## src/rtl/stack_arbiter_if.sv

```systemverilog
// Signal bundle between the two requesters, the arbiter and the shared LIFO stack.
// With STACK_ARB_ERRCNT_EN defined the bundle also carries the 8-bit Err_Cnt.
interface stack_arbiter_if #(
  parameter int DATA_W = 4
);
  // Requester handshake: ReqN_Push/ReqN_Pop are level requests held until a
  // one-cycle AckN (done) or ErrN (rejected) pulse; the requester drops the
  // request in the following cycle, and a request still high then is a new one.
  logic              Req0_Push;
  logic              Req0_Pop;
  logic [DATA_W-1:0] Req0_Data;
  logic              Ack0;
  logic              Err0;
  logic [DATA_W-1:0] Rd0_Data;
  logic              Req1_Push;
  logic              Req1_Pop;
  logic [DATA_W-1:0] Req1_Data;
  logic              Ack1;
  logic              Err1;
  logic [DATA_W-1:0] Rd1_Data;
  logic              Stk_Push;
  logic              Stk_Pop;
  logic [DATA_W-1:0] Stk_Data_In;
  logic [DATA_W-1:0] Stk_Data_Out;
  logic              Stk_Full;
  logic              Stk_Empty;
  logic              Busy;
`ifdef STACK_ARB_ERRCNT_EN
  logic [7:0]        Err_Cnt;
`endif

  // Arbiter side.
  modport slave (
    input  Req0_Push, Req0_Pop, Req0_Data, Req1_Push, Req1_Pop, Req1_Data,
    input  Stk_Data_Out, Stk_Full, Stk_Empty,
    output Ack0, Err0, Rd0_Data, Ack1, Err1, Rd1_Data,
    output Stk_Push, Stk_Pop, Stk_Data_In, Busy
`ifdef STACK_ARB_ERRCNT_EN
    , output Err_Cnt
`endif
  );

  // Requester / stack environment side.
  modport master (
    output Req0_Push, Req0_Pop, Req0_Data, Req1_Push, Req1_Pop, Req1_Data,
    output Stk_Data_Out, Stk_Full, Stk_Empty,
    input  Ack0, Err0, Rd0_Data, Ack1, Err1, Rd1_Data,
    input  Stk_Push, Stk_Pop, Stk_Data_In, Busy
`ifdef STACK_ARB_ERRCNT_EN
    , input Err_Cnt
`endif
  );
endinterface

```

## src/rtl/stack_arbiter.sv

```systemverilog
// Round-robin two-port arbiter/sequencer in front of a shared LIFO stack.
// Optional STACK_ARB_ERRCNT_EN adds a saturating 8-bit error counter (bus.Err_Cnt).
module stack_arbiter #(
  parameter int DATA_W = 4
) (
  input  logic                 Clk,
  input  logic                 RstN,
  stack_arbiter_if.slave       bus,
  output logic [1:0]           dbg_state
);

  typedef enum logic [1:0] {
    IDLE   = 2'd0,
    ISSUE  = 2'd1,
    SETTLE = 2'd2,
    RESP   = 2'd3
  } state_e;

  state_e            state_q, state_d;
  logic              grant_q, grant_d;
  logic              last_grant_q, last_grant_d;
  logic              op_push_q, op_push_d;
  logic              err_q, err_d;
  logic [DATA_W-1:0] data_q, data_d;
  logic [DATA_W-1:0] rd0_q, rd0_d;
  logic [DATA_W-1:0] rd1_q, rd1_d;

  logic              valid0, valid1;
  logic              sel;
  logic              sel_push;
  logic [DATA_W-1:0] sel_data;

  assign valid0 = bus.Req0_Push | bus.Req0_Pop;
  assign valid1 = bus.Req1_Push | bus.Req1_Pop;

  // Push wins when a requester raises both Push and Pop.
  always_comb begin
    sel = 1'b0;
    if (valid0 && valid1) begin
      sel = ~last_grant_q;
    end else if (valid1) begin
      sel = 1'b1;
    end
    sel_push = sel ? bus.Req1_Push : bus.Req0_Push;
    sel_data = sel ? bus.Req1_Data : bus.Req0_Data;
  end

  always_comb begin
    state_d      = state_q;
    grant_d      = grant_q;
    last_grant_d = last_grant_q;
    op_push_d    = op_push_q;
    err_d        = err_q;
    data_d       = data_q;
    rd0_d        = rd0_q;
    rd1_d        = rd1_q;
    case (state_q)
      IDLE: begin
        if (valid0 || valid1) begin
          grant_d      = sel;
          last_grant_d = sel;
          op_push_d    = sel_push;
          data_d       = sel_push ? sel_data : '0;
          err_d        = sel_push ? bus.Stk_Full : bus.Stk_Empty;
          state_d      = (sel_push ? bus.Stk_Full : bus.Stk_Empty) ? RESP : ISSUE;
        end
      end
      ISSUE: state_d = SETTLE;
      SETTLE: begin
        // Stack output is registered, so popped data is valid here.
        if (!op_push_q) begin
          if (grant_q) rd1_d = bus.Stk_Data_Out;
          else         rd0_d = bus.Stk_Data_Out;
        end
        state_d = RESP;
      end
      RESP: state_d = IDLE;
      default: state_d = IDLE;
    endcase
  end

  always_ff @(posedge Clk) begin
    if (!RstN) begin
      state_q      <= IDLE;
      grant_q      <= 1'b0;
      last_grant_q <= 1'b1;
      op_push_q    <= 1'b0;
      err_q        <= 1'b0;
      data_q       <= '0;
      rd0_q        <= '0;
      rd1_q        <= '0;
    end else begin
      state_q      <= state_d;
      grant_q      <= grant_d;
      last_grant_q <= last_grant_d;
      op_push_q    <= op_push_d;
      err_q        <= err_d;
      data_q       <= data_d;
      rd0_q        <= rd0_d;
      rd1_q        <= rd1_d;
    end
  end

  assign bus.Stk_Push    = (state_q == ISSUE) &&  op_push_q;
  assign bus.Stk_Pop     = (state_q == ISSUE) && !op_push_q;
  assign bus.Stk_Data_In = (state_q == ISSUE) ? data_q : '0;
  assign bus.Ack0        = (state_q == RESP) && !err_q && !grant_q;
  assign bus.Ack1        = (state_q == RESP) && !err_q &&  grant_q;
  assign bus.Err0        = (state_q == RESP) &&  err_q && !grant_q;
  assign bus.Err1        = (state_q == RESP) &&  err_q &&  grant_q;
  assign bus.Rd0_Data    = rd0_q;
  assign bus.Rd1_Data    = rd1_q;
  assign bus.Busy        = (state_q != IDLE);
  assign dbg_state       = state_q;

`ifdef STACK_ARB_ERRCNT_EN
  logic [7:0] err_cnt_q, err_cnt_d;

  always_comb begin
    err_cnt_d = err_cnt_q;
    if ((state_q == RESP) && err_q && (err_cnt_q != 8'hFF)) begin
      err_cnt_d = err_cnt_q + 8'd1;
    end
  end

  always_ff @(posedge Clk) begin
    if (!RstN) err_cnt_q <= 8'd0;
    else       err_cnt_q <= err_cnt_d;
  end

  assign bus.Err_Cnt = err_cnt_q;
`endif

endmodule
```

## src/flat_wrapper.sv

```systemverilog
// flat-port wrapper written by rule: the top's interface ports become plain ports
module stack_arbiter_flat 
#(
  parameter int DATA_W = 4
)
  (Clk, RstN, dbg_state, bus_Req0_Push, bus_Req0_Pop, bus_Req0_Data, bus_Req1_Push, bus_Req1_Pop, bus_Req1_Data, bus_Stk_Data_Out, bus_Stk_Full, bus_Stk_Empty, bus_Ack0, bus_Err0, bus_Rd0_Data, bus_Ack1, bus_Err1, bus_Rd1_Data, bus_Stk_Push, bus_Stk_Pop, bus_Stk_Data_In, bus_Busy);
  stack_arbiter_if #(.DATA_W(DATA_W)) bus_i ();
  input  logic Clk;
  input  logic RstN;
  output logic [1:0] dbg_state;
  input wire logic [$bits(bus_i.Req0_Push)-1:0] bus_Req0_Push;
  input wire logic [$bits(bus_i.Req0_Pop)-1:0] bus_Req0_Pop;
  input wire logic [$bits(bus_i.Req0_Data)-1:0] bus_Req0_Data;
  input wire logic [$bits(bus_i.Req1_Push)-1:0] bus_Req1_Push;
  input wire logic [$bits(bus_i.Req1_Pop)-1:0] bus_Req1_Pop;
  input wire logic [$bits(bus_i.Req1_Data)-1:0] bus_Req1_Data;
  input wire logic [$bits(bus_i.Stk_Data_Out)-1:0] bus_Stk_Data_Out;
  input wire logic [$bits(bus_i.Stk_Full)-1:0] bus_Stk_Full;
  input wire logic [$bits(bus_i.Stk_Empty)-1:0] bus_Stk_Empty;
  output wire logic [$bits(bus_i.Ack0)-1:0] bus_Ack0;
  output wire logic [$bits(bus_i.Err0)-1:0] bus_Err0;
  output wire logic [$bits(bus_i.Rd0_Data)-1:0] bus_Rd0_Data;
  output wire logic [$bits(bus_i.Ack1)-1:0] bus_Ack1;
  output wire logic [$bits(bus_i.Err1)-1:0] bus_Err1;
  output wire logic [$bits(bus_i.Rd1_Data)-1:0] bus_Rd1_Data;
  output wire logic [$bits(bus_i.Stk_Push)-1:0] bus_Stk_Push;
  output wire logic [$bits(bus_i.Stk_Pop)-1:0] bus_Stk_Pop;
  output wire logic [$bits(bus_i.Stk_Data_In)-1:0] bus_Stk_Data_In;
  output wire logic [$bits(bus_i.Busy)-1:0] bus_Busy;
  assign bus_i.Req0_Push = bus_Req0_Push;
  assign bus_i.Req0_Pop = bus_Req0_Pop;
  assign bus_i.Req0_Data = bus_Req0_Data;
  assign bus_i.Req1_Push = bus_Req1_Push;
  assign bus_i.Req1_Pop = bus_Req1_Pop;
  assign bus_i.Req1_Data = bus_Req1_Data;
  assign bus_i.Stk_Data_Out = bus_Stk_Data_Out;
  assign bus_i.Stk_Full = bus_Stk_Full;
  assign bus_i.Stk_Empty = bus_Stk_Empty;
  assign bus_Ack0 = bus_i.Ack0;
  assign bus_Err0 = bus_i.Err0;
  assign bus_Rd0_Data = bus_i.Rd0_Data;
  assign bus_Ack1 = bus_i.Ack1;
  assign bus_Err1 = bus_i.Err1;
  assign bus_Rd1_Data = bus_i.Rd1_Data;
  assign bus_Stk_Push = bus_i.Stk_Push;
  assign bus_Stk_Pop = bus_i.Stk_Pop;
  assign bus_Stk_Data_In = bus_i.Stk_Data_In;
  assign bus_Busy = bus_i.Busy;
  stack_arbiter #(.DATA_W(DATA_W)) u_core (.Clk(Clk), .RstN(RstN), .bus(bus_i), .dbg_state(dbg_state));
endmodule
```

## config.mk

```make
export PLATFORM = sky130hd
export DESIGN_NAME = stack_arbiter_flat
export DESIGN_NICKNAME = d
export VERILOG_FILES = /design/src/rtl/stack_arbiter_if.sv /design/src/rtl/stack_arbiter.sv /design/src/flat_wrapper.sv
export SDC_FILE = /design/constraint.sdc
export NUM_CORES = 1
export LEC_CHECK = 0
export ABC_AREA = 1
export ABC_CLOCK_PERIOD_IN_PS = 2500
export CAP_MARGIN = 30
export CORE_MARGIN = 2
export CORE_UTILIZATION = 36
export DETAILED_ROUTE_END_ITERATION = 8
export GPL_TIMING_DRIVEN = 0
export HOLD_SLACK_MARGIN = 0.08
export PLACE_DENSITY_LB_ADDON = 0.3
export SLEW_MARGIN = 25
export SYNTH_ARGS = -nofsm -noshare
export SYNTH_HDL_FRONTEND = slang
export SYNTH_SLANG_ARGS = --single-unit
```

## constraint.sdc

```tcl
create_clock -name Clk -period 2.5 [get_ports Clk]
set_input_delay 0.5 -clock Clk [delete_from_list [all_inputs] [get_ports Clk]]
set_output_delay 0.5 -clock Clk [all_outputs]
set_load 0.03 [all_outputs]
```

==> impl_summary.md <==
Run status
The flow ran to the end, and the final reports show no timing, DRC or antenna violations.

Power
Across the VDD grid, the largest voltage drop is 497 µV. Of the total power, registers draw 35.4%. The clock network fraction of design power is 16.5%.

In this run switching power makes up 41.8% of total power. The net switching power of the design is 0.453 mW. For this design the ratio of total power to cell area is 773 nW/µm². The internal power summed over all cells is 0.630 mW. The completed layout was analyzed and its total power is 1.08 mW. The analysis attributes to cell leakage a power of between 0.6 and 0.7 nW.

In this run, the combinational gates consume 48.1% of the power.

Finish
The final instance area is approximately 1400 µm². Relative to the synthesized area, the layout overhead comes to 51.6%. The repair_antennas step left the layout with diodes totalling 0. Of the cells placed in the final design, the portion with a size suffix greater than 1 is 9.66%.

For this run, the post-layout net count is around 200.

Yosys
The cell taking the most area after synthesis is dfxtp_1. The sequential fraction of the synthesis area is 39.0%. After synthesis, the cell types taking the most area are dfxtp_1 39%, nand2_1 13%, a21oi_1 7.6%. In this run the mean area of a mapped cell was around 7 µm². The main flop type after synthesis is dfxtp_1.

The net count of the mapped netlist is roughly 160. After synthesis, the share of flip-flops with an asynchronous set or reset is 0%. The number of warning messages in the yosys log is 0. Counting flops with a built-in enable in the synthesized netlist gives 0. Synthesis instantiated 19 different standard cells from the library. After technology mapping, the gate count stands at 132. The synthesized design contains 18 register bits. The cell area that synthesis handed to floorplanning was approximately 920 µm².

The fraction of synthesized cell area taken by the top area cell type is 39.0%. nand2_1 is the most common cell in the netlist. Sorting the synthesized cells by how often they occur yields 33 x nand2_1, 18 x dfxtp_1, 17 x inv_1.

Die
The die span in x is 54.7 µm. The effective utilization at floorplan is between 30% and 40%. The die covers 2990 µm². The die span in y is about 55 µm. The number of standard-cell rows in the floorplan is 18.

The area of the placeable core is about 2500 µm². During I/O placement, the number of pins put on the boundary was 41.

Detailed routing
In this run, the number of DRC markers left after iteration 0 of detailed routing was 11. The total vias in the final route is around 950. The average wire length per cell after detail routing is ~11 µm. The count of nets left with antenna violations once routing finished came out at 0. The final wirelength is 2.18 mm. The post-detailed-route DRC marker count is 0.

After detailed routing, the number of vias per cell comes to 4.60. The first-pass iteration count of the detailed router is 4.

Global route
The via count of the first global-routing pass is around 900. The total routing usage reported by global routing is 16.4%. Entering global routing, the biggest net connects 11 pins. The number of antenna violations at the first check in global routing is 0. The first global-routing pass estimated between 3 and 4 mm of wire. The final global-route overflow total is 0.

Timing
Setup violations remaining at the end of the flow were counted as 0. The final period utilization is 94.4%. Summed over all failing endpoints, the final setup total negative slack is 0 ns. Setup repair after global routing left no endpoint under its margin.

Based on the critical path, the design can be clocked at up to about 420 MHz. For the final database, setup skew stands at 0.00366 ns. The hold slack is 0.471 ns.

The final number of max-transition violations is 0. The final worst slack is 0.141 ns. At the pin with the least slew margin, the transition time is 0.417 ns.

Measured against its own limit, the worst slew margin works out to 72.2%. The final hold violation count came to 0. The time the final worst path needs with I/O delays and setup is approximately 2.4 ns.

Placed design
The total cell area at the placement stage is about 1400 µm². In this run the tool buffered the top-level ports with 40 buffer cells. The detailed-placement wirelength estimate is 1.76 mm. OpenSTA, run right after detailed placement, puts the worst setup slack at 0.404 ns. Routability-driven placement finished with a final weighted congestion of 0.731.

Clocking
The count of hold buffers inserted by post-cts repair is 0. The clock slew seen by the registers of the worst setup and hold paths is approximately 0.10 ns. In this run the number of H-tree levels came out at 1. The clock reaches the later pin of the worst-skew pair after 0.29 ns. TritonCTS built the clock tree. In this run the clock root is driven by a clkbuf_4. Counting the buffers created by CTS gives 3. The maximum buffer depth of the clock tree is 2. The clock net in this run drives a total of 18 sinks.

Worst setup path
The type of destination of the critical path is a primary output. The worst path required time is ~2 ns. The peak fanout along the critical path is 6. The startpoint identified for the worst register-to-register timing path is u_core.dbg_state[1]. The register-to-register setup slack is 1.15 ns. The data arrival time of the worst path is between 1.5 and 2 ns. The worst register-to-register path ends at u_core.data_q[2]. The critical setup path kind is flop to primary output.

The startpoint kind of the worst setup timing path is a flop. The cell count of the worst reg-to-reg path is 7.

Job
The count of maximum capacitance violations is 0.

Min path
The path class of the tightest hold or removal check is flop to flop. The endpoint with the worst hold slack is u_core.bus.Rd1_Data[2]. The worst min-delay path startpoint is u_core.bus.Rd1_Data[2]. Along the worst hold path, the cell count comes to 2.
sequential cells by signal, summed over array words and instances (netlist names):
register and flops:
u_core.err_q 1, u_core.grant_q 1, u_core.dbg_state 2, u_core.op_push_q 1, u_core.data_q 4, u_core.last_grant_q 1
u_core.bus.Rd0_Data 4, u_core.bus.Rd1_Data 4
cell families (layout without fill, tap and decap cells):
| family | count (synthesis) | count (layout) | share of synthesized area (%) |
|---|---|---|---|
| DFF | 18 | 18 | 39.0 |
| AOI/OAI and AO/OA | 21 | 21 | 13.0 |
| buffers and inverters | 22 | 66 | 9.07 |
| adders and majority gates | 4 | 4 | 5.41 |
| and+or+nand+nor | 67 | 67 | 33.6 |
worst max-delay path by stage:
stage	end	startpoint	slack, ns
after floorplan	bus_Ack0	u_core.dbg_state[0]	0.54
after detailed placement	bus_Stk_Pop	u_core.dbg_state[1]	0.40
after global routing	bus_Stk_Data_In[0]	u_core.dbg_state[1]	0.04
final	bus_Stk_Push	u_core.dbg_state[1]	0.14
after CTS	bus_Stk_Pop	u_core.dbg_state[1]	0.06
after global placement	bus_Stk_Pop	u_core.dbg_state[1]	0.47
routing by layer:
layer | vias to the layer above | routed length, µm | global-route usage [%]
li1 | 505 | - | -
met1 | 421 | 972 | 18.5
met2 | 19 | 1110 | 29.6
met3 | 2 | 86 | 4.37
met4 | 0 | 10 | 5.00
met5 | - | 0 | 0
placed cells by master (no fill, tap or decap):
cell             count
a21oi_1             14
nor2_4               1
clkbuf_8             1
o21ai_2              1
clkbuf_1             1
nor3_2               1
inv_1               17
nand3_2              1
nand3_1             11
inv_2                3
nand2_2              2
o21ai_0              5
a21oi_4              1
nor2_1              12
buf_2                1
dlymetal6s2s_1       1
clkdlybuf4s50_1     39
ha_1                 4
nand2_1             33
clkbuf_4             3
nor3_1               4
dfxtp_1             18
nand2_4              2
through the flow:
step	utilization [%]	instances
global placement	55.5	202
floorplan	-	132
CTS	57.0	206
finish	57.1	206
global route	57.1	206
detailed placement	55.5	202
final cells by class:
cell class / count / area, µm²
sequential: 18 / 360
inverter: 20 / 75.1
fill: 251 / 1050
buffer: 2 / 8.76
multi-input combinational: 92 / 480
tap: 30 / 37.5
clock buffer: 4 / 36.3
timing repair buffer: 40 / 403
power by group through the flow:
stage / clock network [mW] / logic [mW] / registers (mW)
floorplan: 0 / 0.282 / 0.439
global placement: 0 / 0.514 / 0.387
detailed placement: 0 / 0.523 / 0.390
CTS: 0.184 / 0.525 / 0.384
global route: 0.193 / 0.577 / 0.391
finish: 0.179 / 0.521 / 0.384
worst max-delay path, stage by stage, from the launching register on:
cell and delay, ns:
dfxtp_1 0.36, inv_1 0.11, ha_1 0.28, nand2_1 0.09, inv_1 0.06, clkdlybuf4s50_1 0.66
what timing repair did:
item / CTS / global route
buffers inserted: 0 / 0
resized for setup: 0 / 1
endpoints found under the setup margin: 0 / 1
No activity file was read; power rests on OpenSTA's default activity.
